File: config.mk
export PLATFORM = sky130hd
export DESIGN_NAME = clkdiv_controller
export DESIGN_NICKNAME = d
export VERILOG_FILES = /design/src/rtl/clkdiv_controller.sv
export SDC_FILE = /design/constraint.sdc
export NUM_CORES = 1
export LEC_CHECK = 0
export ABC_AREA = 0
export ABC_CLOCK_PERIOD_IN_PS = 5100
export CAP_MARGIN = 20
export CORE_MARGIN = 10
export CORE_UTILIZATION = 50
export DETAILED_ROUTE_END_ITERATION = 12
export PLACE_DENSITY_LB_ADDON = 0.1
export SYNTH_ARGS = -nofsm -noshare
export SYNTH_HDL_FRONTEND = slang
export SYNTH_SLANG_ARGS = --single-unit
File: constraint.sdc
create_clock -name clk_in -period 5.1 [get_ports clk_in]
set_clock_uncertainty 0.05 [all_clocks]
set_input_delay 1.02 -clock clk_in [delete_from_list [all_inputs] [get_ports clk_in]]
set_output_delay 1.02 -clock clk_in [all_outputs]
set_load 0.01 [all_outputs]
File: src/rtl/clkdiv_controller.sv
// rtl/clkdiv_controller.sv - run-time programmable clock divider (ratio 2*H) with tick, start/stop and cfg handshake
// Optional output period_count is enabled by defining PERIOD_COUNT_EN.
module clkdiv_controller #(
    parameter int HALF_W       = 28,
    parameter int DEFAULT_HALF = 1
) (
    input  logic              clk_in,
    input  logic              reset,
    input  logic              start,
    input  logic              stop,
    input  logic              cfg_valid,
    input  logic [HALF_W-1:0] cfg_half,
    output logic              cfg_ready,
    output logic              clk_out,
    output logic              tick,
    output logic              busy,
`ifdef PERIOD_COUNT_EN
    output logic [15:0]       period_count,
`endif
    output logic [HALF_W-1:0] half_active
);

    localparam logic [HALF_W-1:0] ONE = HALF_W'(1);
    localparam logic [HALF_W-1:0] DEF = HALF_W'(DEFAULT_HALF);

    typedef enum logic [1:0] {
        S_IDLE     = 2'd0,
        S_RUN      = 2'd1,
        S_STOPPING = 2'd2
    } state_t;

    state_t            r_state;
    state_t            w_state_nxt;
    logic [HALF_W-1:0] r_cnt;
    logic [HALF_W-1:0] r_half;
    logic [HALF_W-1:0] r_pend_val;
    logic              r_pend;
    logic              r_clk;
    logic              r_tick;
    logic              r_first;
    logic [HALF_W-1:0] w_cfg_clamped;
    logic              w_accept;
    logic              w_wrap;

    // r_first spends one cycle after start so the first rise lands H+1 edges later
    always_comb begin
        w_cfg_clamped = (cfg_half == '0) ? ONE : cfg_half;
        w_accept      = cfg_valid && !r_pend;
        w_wrap        = !r_first && (r_cnt == (r_half - ONE));
        w_state_nxt   = r_state;
        case (r_state)
            S_IDLE: begin
                if (start && !stop) begin
                    w_state_nxt = S_RUN;
                end
            end
            S_RUN: begin
                if (stop) begin
                    w_state_nxt = S_STOPPING;
                end
            end
            S_STOPPING: begin
                if (w_wrap) begin
                    w_state_nxt = S_IDLE;
                end
            end
            default: w_state_nxt = S_IDLE;
        endcase
    end

    always_ff @(posedge clk_in) begin
        if (reset) begin
            r_state <= S_IDLE;
        end else begin
            r_state <= w_state_nxt;
        end
    end

    always_ff @(posedge clk_in) begin
        if (reset) begin
            r_cnt      <= '0;
            r_clk      <= 1'b0;
            r_tick     <= 1'b0;
            r_first    <= 1'b1;
            r_half     <= DEF;
            r_pend     <= 1'b0;
            r_pend_val <= DEF;
        end else begin
            r_tick <= 1'b0;
            case (r_state)
                S_IDLE: begin
                    r_cnt   <= '0;
                    r_clk   <= 1'b0;
                    r_first <= 1'b1;
                    if (w_accept) begin
                        r_half <= w_cfg_clamped;
                    end
                end
                S_RUN: begin
                    if (r_first) begin
                        r_first <= 1'b0;
                    end else if (w_wrap) begin
                        r_cnt  <= '0;
                        r_clk  <= ~r_clk;
                        r_tick <= ~r_clk;
                        // new H only at a falling toggle, so no phase is ever shortened
                        if (r_clk && r_pend) begin
                            r_half <= r_pend_val;
                            r_pend <= 1'b0;
                        end
                    end else begin
                        r_cnt <= r_cnt + ONE;
                    end
                    if (w_accept) begin
                        r_pend     <= 1'b1;
                        r_pend_val <= w_cfg_clamped;
                    end
                end
                S_STOPPING: begin
                    if (r_first) begin
                        r_first <= 1'b0;
                    end else if (w_wrap) begin
                        // either a 1->0 fall or a suppressed 0->1 rise: both end low
                        r_cnt <= '0;
                        r_clk <= 1'b0;
                        if (r_pend) begin
                            r_half <= r_pend_val;
                            r_pend <= 1'b0;
                        end else if (w_accept) begin
                            r_half <= w_cfg_clamped;
                        end
                    end else begin
                        r_cnt <= r_cnt + ONE;
                    end
                    if (w_accept && !w_wrap) begin
                        r_pend     <= 1'b1;
                        r_pend_val <= w_cfg_clamped;
                    end
                end
                default: begin
                    r_cnt <= '0;
                    r_clk <= 1'b0;
                end
            endcase
        end
    end

`ifdef PERIOD_COUNT_EN
    logic [15:0] r_pcount;

    always_ff @(posedge clk_in) begin
        if (reset) begin
            r_pcount <= 16'd0;
        end else if ((r_state == S_RUN) && w_wrap && !r_clk) begin
            r_pcount <= r_pcount + 16'd1;
        end
    end

    assign period_count = r_pcount;
`endif

    assign cfg_ready   = !r_pend;
    assign clk_out     = r_clk;
    assign tick        = r_tick;
    assign busy        = (r_state != S_IDLE);
    assign half_active = r_half;

endmodule

### Yosys cells after proc, flatten, opt, wreduce, memory -nomap -nowiden

Index checks and enable logic that the tools add are counted.

| storage, ports and cells | value |
|---|---|
| output and inout port bits | 32 |
| logic and storage cells | 83 |
| register bits | 90 |

| cells by class | value |
|---|---|
| reduce and logical (&&, ||, !) cells | 23 |
| equality and inequality tests | 17 |
| bitwise gates (word level) | 4 |
| multiplexer cells | 29 |
| add/sub/neg operators | 2 |

Operators with widths:

| operator | count |
|---|---|
| 28-bit 2-to-1 mux | 11 |
| 28-bit case mux with 3 select lines | 1 |
| 28-bit case mux with 2 select lines | 1 |
| 28-bit by 1-bit adder with 28-bit output, second input constant | 1 |
| 28-bit == test | 1 |
| 28-bit logical NOT | 1 |
| 28-bit by 1-bit subtractor with 28-bit output, second input constant | 1 |
| 2-bit inequality test, second input constant | 9 |
| 3-bit inequality test, second input constant | 5 |
| 6-bit AND reduction | 2 |
| 1-bit 2-to-1 mux | 9 |
| 2-bit 2-to-1 mux | 3 |
| 1-bit case mux with 2 select lines | 3 |
| 2-bit case mux with 3 select lines | 1 |
| 3-bit AND reduction | 2 |
| 2-bit nonzero test | 3 |
| 1-bit logical AND | 5 |
| 1-bit logical NOT | 4 |
| 1-bit NOT | 4 |
| 4-bit AND reduction | 1 |
| 2-bit OR reduction | 2 |
| 4-bit OR reduction | 1 |
| 3-bit nonzero test | 1 |
| 2-bit by 1-bit == test with 1-bit output, second input constant | 1 |
| 2 further kinds | 2 |

### Longest topological paths before layout

| logic depth | value |
|---|---|
| word-level depth | 7 |
| gate-level depth with buffers | 15 |

### Worst setup path after synthesis

OpenSTA, ideal clock, no wires.

| timing path | value |
|---|---|
| path type | register -> register |
| start | register r_half[0], in the netlist half_active[0] |
| end | register r_half[10], in the netlist half_active[10] |
| clock period less this slack | 3.587 ns |
| setup time | 0.146 ns |
| path buffers | 4 |
| arrival | 3.391 ns |
| required time | 4.904 ns |
| stages on the path, launching flop included | 15 |
| setup slack | 1.513 ns |
| cell sequence | dfxtp_1 -> clkbuf_1 -> inv_1 -> ha_1 -> clkbuf_1 -> nor4b_2 -> nand4_1 -> a2111oi_2 -> a2bb2o_2 -> a2111oi_2 -> o2111a_1 -> or2_1 -> buf_4 -> buf_6 -> a211oi_2 |

| on the way | value |
|---|---|
| cells in the longest elaborated chain, start to end | 5 |
| elaborated cells on any way between the ends | 6 |
| those cells by class | add/sub: 1; eq/ne: 3; reduce/logical: 2 |

Ends and longest elaborated chain:

| element | line | source |
|---|---|---|
| start, declared | 35 | `logic [HALF_W-1:0] r_half;` |
| start signal, assigned | 96 | `r_half <= w_cfg_clamped;` |
| start signal, assigned | 108 | `r_half <= r_pend_val;` |
| start signal, assigned | 127 | `r_half <= r_pend_val;` |
| 28-bit by 1-bit subtractor with 28-bit output (*) | 49 | `w_wrap = !r_first && (r_cnt == (r_half - ONE));` |
| 28-bit == test (*) | 49 |  |
| 1-bit logical AND (*) | 49 |  |
| 2-bit inequality test (no source line) | n/a |  |
| 6-bit AND reduction (no source line) (*) | n/a |  |

Every way passes the cells marked *; elsewhere a longest branch is shown, timed or not.
A chain may end at the register's enable or synchronous reset.

### Worst setup path in the final report

| timing path | value |
|---|---|
| start | register r_half[0], in the netlist half_active[0] |
| end | register r_half[2], in the netlist half_active[2] |

Same word-level chain as after synthesis.

==> impl_summary.log <==
[metrics] Ports: 65
[metrics] critical path fanouts, max: 28
[metrics] dominant cell type by area after synthesis: sky130_fd_sc_hd__dfxtp_1
[metrics] Core ar.: approximately 12000 um^2
[metrics] detailed-route wire length: 17290 um
[metrics] Worst-Skew Late Latency: between 300 and 400 ps
[metrics] cell with the most instances after synthesis: sky130_fd_sc_hd__dfxtp_1
[metrics] Setup Buffers After CTS: 0
[metrics] x dimension of the die: 128.7 um
[metrics] largest net degree at the start of global routing: 92
[metrics] Final Power: 0.004072 W
[metrics] crit path DAT: 4470 ps
[metrics] vertical extent of the die: 128.7 um
[metrics] switching power as a share of total power: 45.91%
[metrics] startpoint type of the worst setup path: flop
[metrics] Tcrit/Tclk final: roughly 85%
[metrics] max_cap viols: 0
[metrics] effective utilization at floorplan: 51.30%
[metrics] type of destination of the critical path: flop
[metrics] Core Rows: 39
[metrics] number of buffers added by the clock tree synthesis step: 9
[metrics] buffer cell driving the clock tree root: sky130_fd_sc_hd__clkbuf_16
[metrics] post-route DRC violation count: 0
[metrics] antenna violations before repair: 0
[metrics] Hold-fix buffers, CTS: 0
[metrics] Final Wtd Congestion: 0.8385
[metrics] diodes inserted: 0
[metrics] list of most frequent post-synthesis cells: sky130_fd_sc_hd__dfxtp_1, sky130_fd_sc_hd__nand2_1, sky130_fd_sc_hd__a21oi_1, sky130_fd_sc_hd__nand2b_1, sky130_fd_sc_hd__nor2_1
[metrics] data required time of the worst path: 5250 ps
[metrics] worst IR drop on VDD: approximately 0.00031 V
[metrics] full die area: 16560 um^2
[metrics] static power due to leakage: 2.236 nW
[metrics] number of distinct library cells after synthesis: between 70 and 80
[metrics] Final Net Count: 802
[metrics] fraction of registers with async set or reset after synthesis: 0%
[metrics] achievable frequency: 231.6 MHz
[metrics] share of final-layout standard cells stronger than drive strength 1: 8.735%
[metrics] Final TNS setup: 0 ps
[metrics] Area Growth Syn to Fin: 15.27%
[metrics] Power per Cell Area: 597.9 nW/um^2
[metrics] Yosys top cell area share: 30.50%
[metrics] detailed-placement wirelength estimate: roughly 12000 um
[metrics] net load switching power: 0.001869 W
[metrics] measured slew at the worst slew-check pin: 1102 ps
[metrics] final max-slew violation count: 0
[metrics] CTS clk-pin slew, worst paths: 60 ps
[metrics] Warnings, synthesis: 0
[metrics] Critical Path Max Stage Delay: 570 ps
[metrics] post-layout util: 59.14%
[metrics] cell types with the largest area share after synthesis: sky130_fd_sc_hd__dfxtp_1, sky130_fd_sc_hd__nand2b_1, sky130_fd_sc_hd__a21oi_1, sky130_fd_sc_hd__mux2i_1, sky130_fd_sc_hd__nand2_1
[metrics] Iter 0 DRT Violations: 443
[metrics] combinational fraction of design power: between 50% and 60%
[metrics] cell internal power dissipation: 0.002203 W
[metrics] Primary FF master, synth: sky130_fd_sc_hd__dfxtp_1
[metrics] cell area reported after detailed placement: 6509 um^2
[metrics] total grt overflow: 0
[metrics] minimum clock period after layout: 4319 ps
[metrics] critical-path cell with the highest stage delay: sky130_fd_sc_hd__nor4b_2
[metrics] all-layer global routing usage: 21.02%
[metrics] number of iterations in the first detailed-routing pass: 5
[metrics] sequential-to-total area share from yosys stat: 30.50%
[metrics] Layout Cell Area excl Fill: slightly below 7000 um^2
[metrics] dominant delay contributor by cell family on the critical path: compound AO/OA/AOI/OAI gates
[metrics] outcome: finished clean
[metrics] EDFF count, synth: 0
[metrics] vias per inst: 6.015
[metrics] clock tree from TritonCTS: done
[metrics] number of instances in the synthesized netlist: 733
[metrics] number of nets produced by synthesis: 772
[metrics] number of buffers added on ports: 64
[metrics] type of the worst setup path: flop to flop
[metrics] count of final setup violators: 0
[metrics] FF+latch count, synth: 90
[metrics] share of power burned in registers: 29.9%
[metrics] routed wirelength normalized by instance count: about 19 um
[metrics] number of antenna-violating nets in the routed design: 0
[metrics] Hold Path Class: flop to flop
[metrics] post-synthesis instance area: 5908 um^2
[metrics] number of global-route vias before repair: 5183
[metrics] final hold violation count: 0
[metrics] post_cts resized: 0
[metrics] clock share of power: 17.0%
[metrics] vias: approximately 5500
[metrics] buffers and inverters on the worst path: 3
[metrics] number of levels in the clock H-tree: 3
[metrics] average cell area after synthesis: between 8 and 9 um^2
[metrics] largest buffer count on any clock path: 2
[metrics] clk sinks: 90
[metrics] first-pass GRT wire length: 27970 um
[metrics] setup repair after global routing missed its margin: false
[metrics] critical path cell sequence: inv_1 -> ha_1 -> nor4b_2 -> nand4_1 -> o21a_1 -> o41a_1 -> a211oi_1 -> o2111a_1 -> buf_4 -> or2_1 -> buf_4 -> a211oi_1
[metrics] worst slew margin relative to its limit: 26.35%
## layer usage
layer	GRT usage [%]	routed length [um]
met5	0	0
met3	5.544	1022
met2	33.65	8172
met1	27.44	7865
met4	5.619	234
## worst reg2reg max path, cell delays in order (launching register included)
cell,delay (ps)
sky130_fd_sc_hd__dfxtp_1,390
sky130_fd_sc_hd__inv_1,130
sky130_fd_sc_hd__ha_1,310
sky130_fd_sc_hd__nor4b_2,570
sky130_fd_sc_hd__nand4_1,460
sky130_fd_sc_hd__o21a_1,330
sky130_fd_sc_hd__o41a_1,430
sky130_fd_sc_hd__a211oi_1,380
sky130_fd_sc_hd__o2111a_1,270
sky130_fd_sc_hd__buf_4,220
sky130_fd_sc_hd__or2_1,120
sky130_fd_sc_hd__buf_4,370
sky130_fd_sc_hd__a211oi_1,130
## sequential cells by signal, indices dropped and copies added (netlist names)
name and flops:
r_first 1, half_active 28, tick 1, r_state 2, r_pend_val 28, r_cnt 28
r_pend 1, clk_out 1
## power by group through the flow
stage / sequential, W / combinational (W) / clock (W)
finish: 0.00122 / 0.00217 / 0.000690
global route: 0.00125 / 0.00237 / 0.000731
CTS: 0.00121 / 0.00216 / 0.000700
detailed placement: 0.00122 / 0.00215 / 0
global placement: 0.00121 / 0.00213 / 0
floorplan: 0.00106 / 0.00163 / 0
## cell type report
cell class | count | area [um^2]
clock buffers | 10 | 239.0
clock inverters | 5 | 62.56
fillers | 1066 | 4706
inverters | 18 | 67.56
multi-input cells | 566 | 3720
flip-flops and latches | 90 | 1802
well taps | 143 | 178.9
repair buffers | 78 | 740.7
## placed cells by master, fill, tap and decap left out, types with 7 or more instances in the layout
cell	n
sky130_fd_sc_hd__dfxtp_1	90
sky130_fd_sc_hd__nand2_1	73
sky130_fd_sc_hd__nand3_1	11
sky130_fd_sc_hd__nand2b_1	61
sky130_fd_sc_hd__a21oi_1	68
sky130_fd_sc_hd__a211oi_2	20
sky130_fd_sc_hd__nor2_1	51
sky130_fd_sc_hd__o211ai_1	7
sky130_fd_sc_hd__nand4_1	16
sky130_fd_sc_hd__a211oi_1	10
sky130_fd_sc_hd__buf_4	14
sky130_fd_sc_hd__xor2_1	26
sky130_fd_sc_hd__clkbuf_16	9
sky130_fd_sc_hd__clkdlybuf4s50_1	63
sky130_fd_sc_hd__inv_1	18
sky130_fd_sc_hd__mux2i_1	31
sky130_fd_sc_hd__nor4_1	13
sky130_fd_sc_hd__or4_1	10
sky130_fd_sc_hd__o21ai_0	7
sky130_fd_sc_hd__nor3_1	41
sky130_fd_sc_hd__xnor2_1	28
## path summary, 6_finish.rpt
path                            slack, ps        endpoint  cells past startpoint      startpoint
worst min register to register        430  r_pend_val[26]                      2  r_pend_val[26]
worst min-delay path                  430  r_pend_val[26]                      2  r_pend_val[26]
worst max-delay path                  780  half_active[2]                     12  half_active[0]
worst max register to register        780  half_active[2]                     12  half_active[0]
## cell families (layout without fill, tap and decap cells)
logic type / after synthesis / after routing / share of synthesized area (%)
simple gates: 321 / 321 / 29.01
xor+xnor: 54 / 54 / 8.005
flops: 90 / 90 / 30.50
buf+inv: 77 / 111 / 6.862
mux: 32 / 32 / 5.443
compound gates: 153 / 153 / 18.91
fa+ha+maj: 6 / 6 / 1.271
## metrics by stage
stage / worst slack (ps) / std cells / hold WS (ps)
2_1_floorplan: 1513 / 733 / 399.1
3_3_place_gp: 995.5 / 895 / 409.5
3_5_place_dp: 889.2 / 895 / 414.6
4_1_cts: 877.3 / 910 / 429.3
5_1_grt: 360.2 / 910 / 443.2
6_report: 781.3 / 910 / 425.7
No activity file was read; power rests on OpenSTA's default activity.
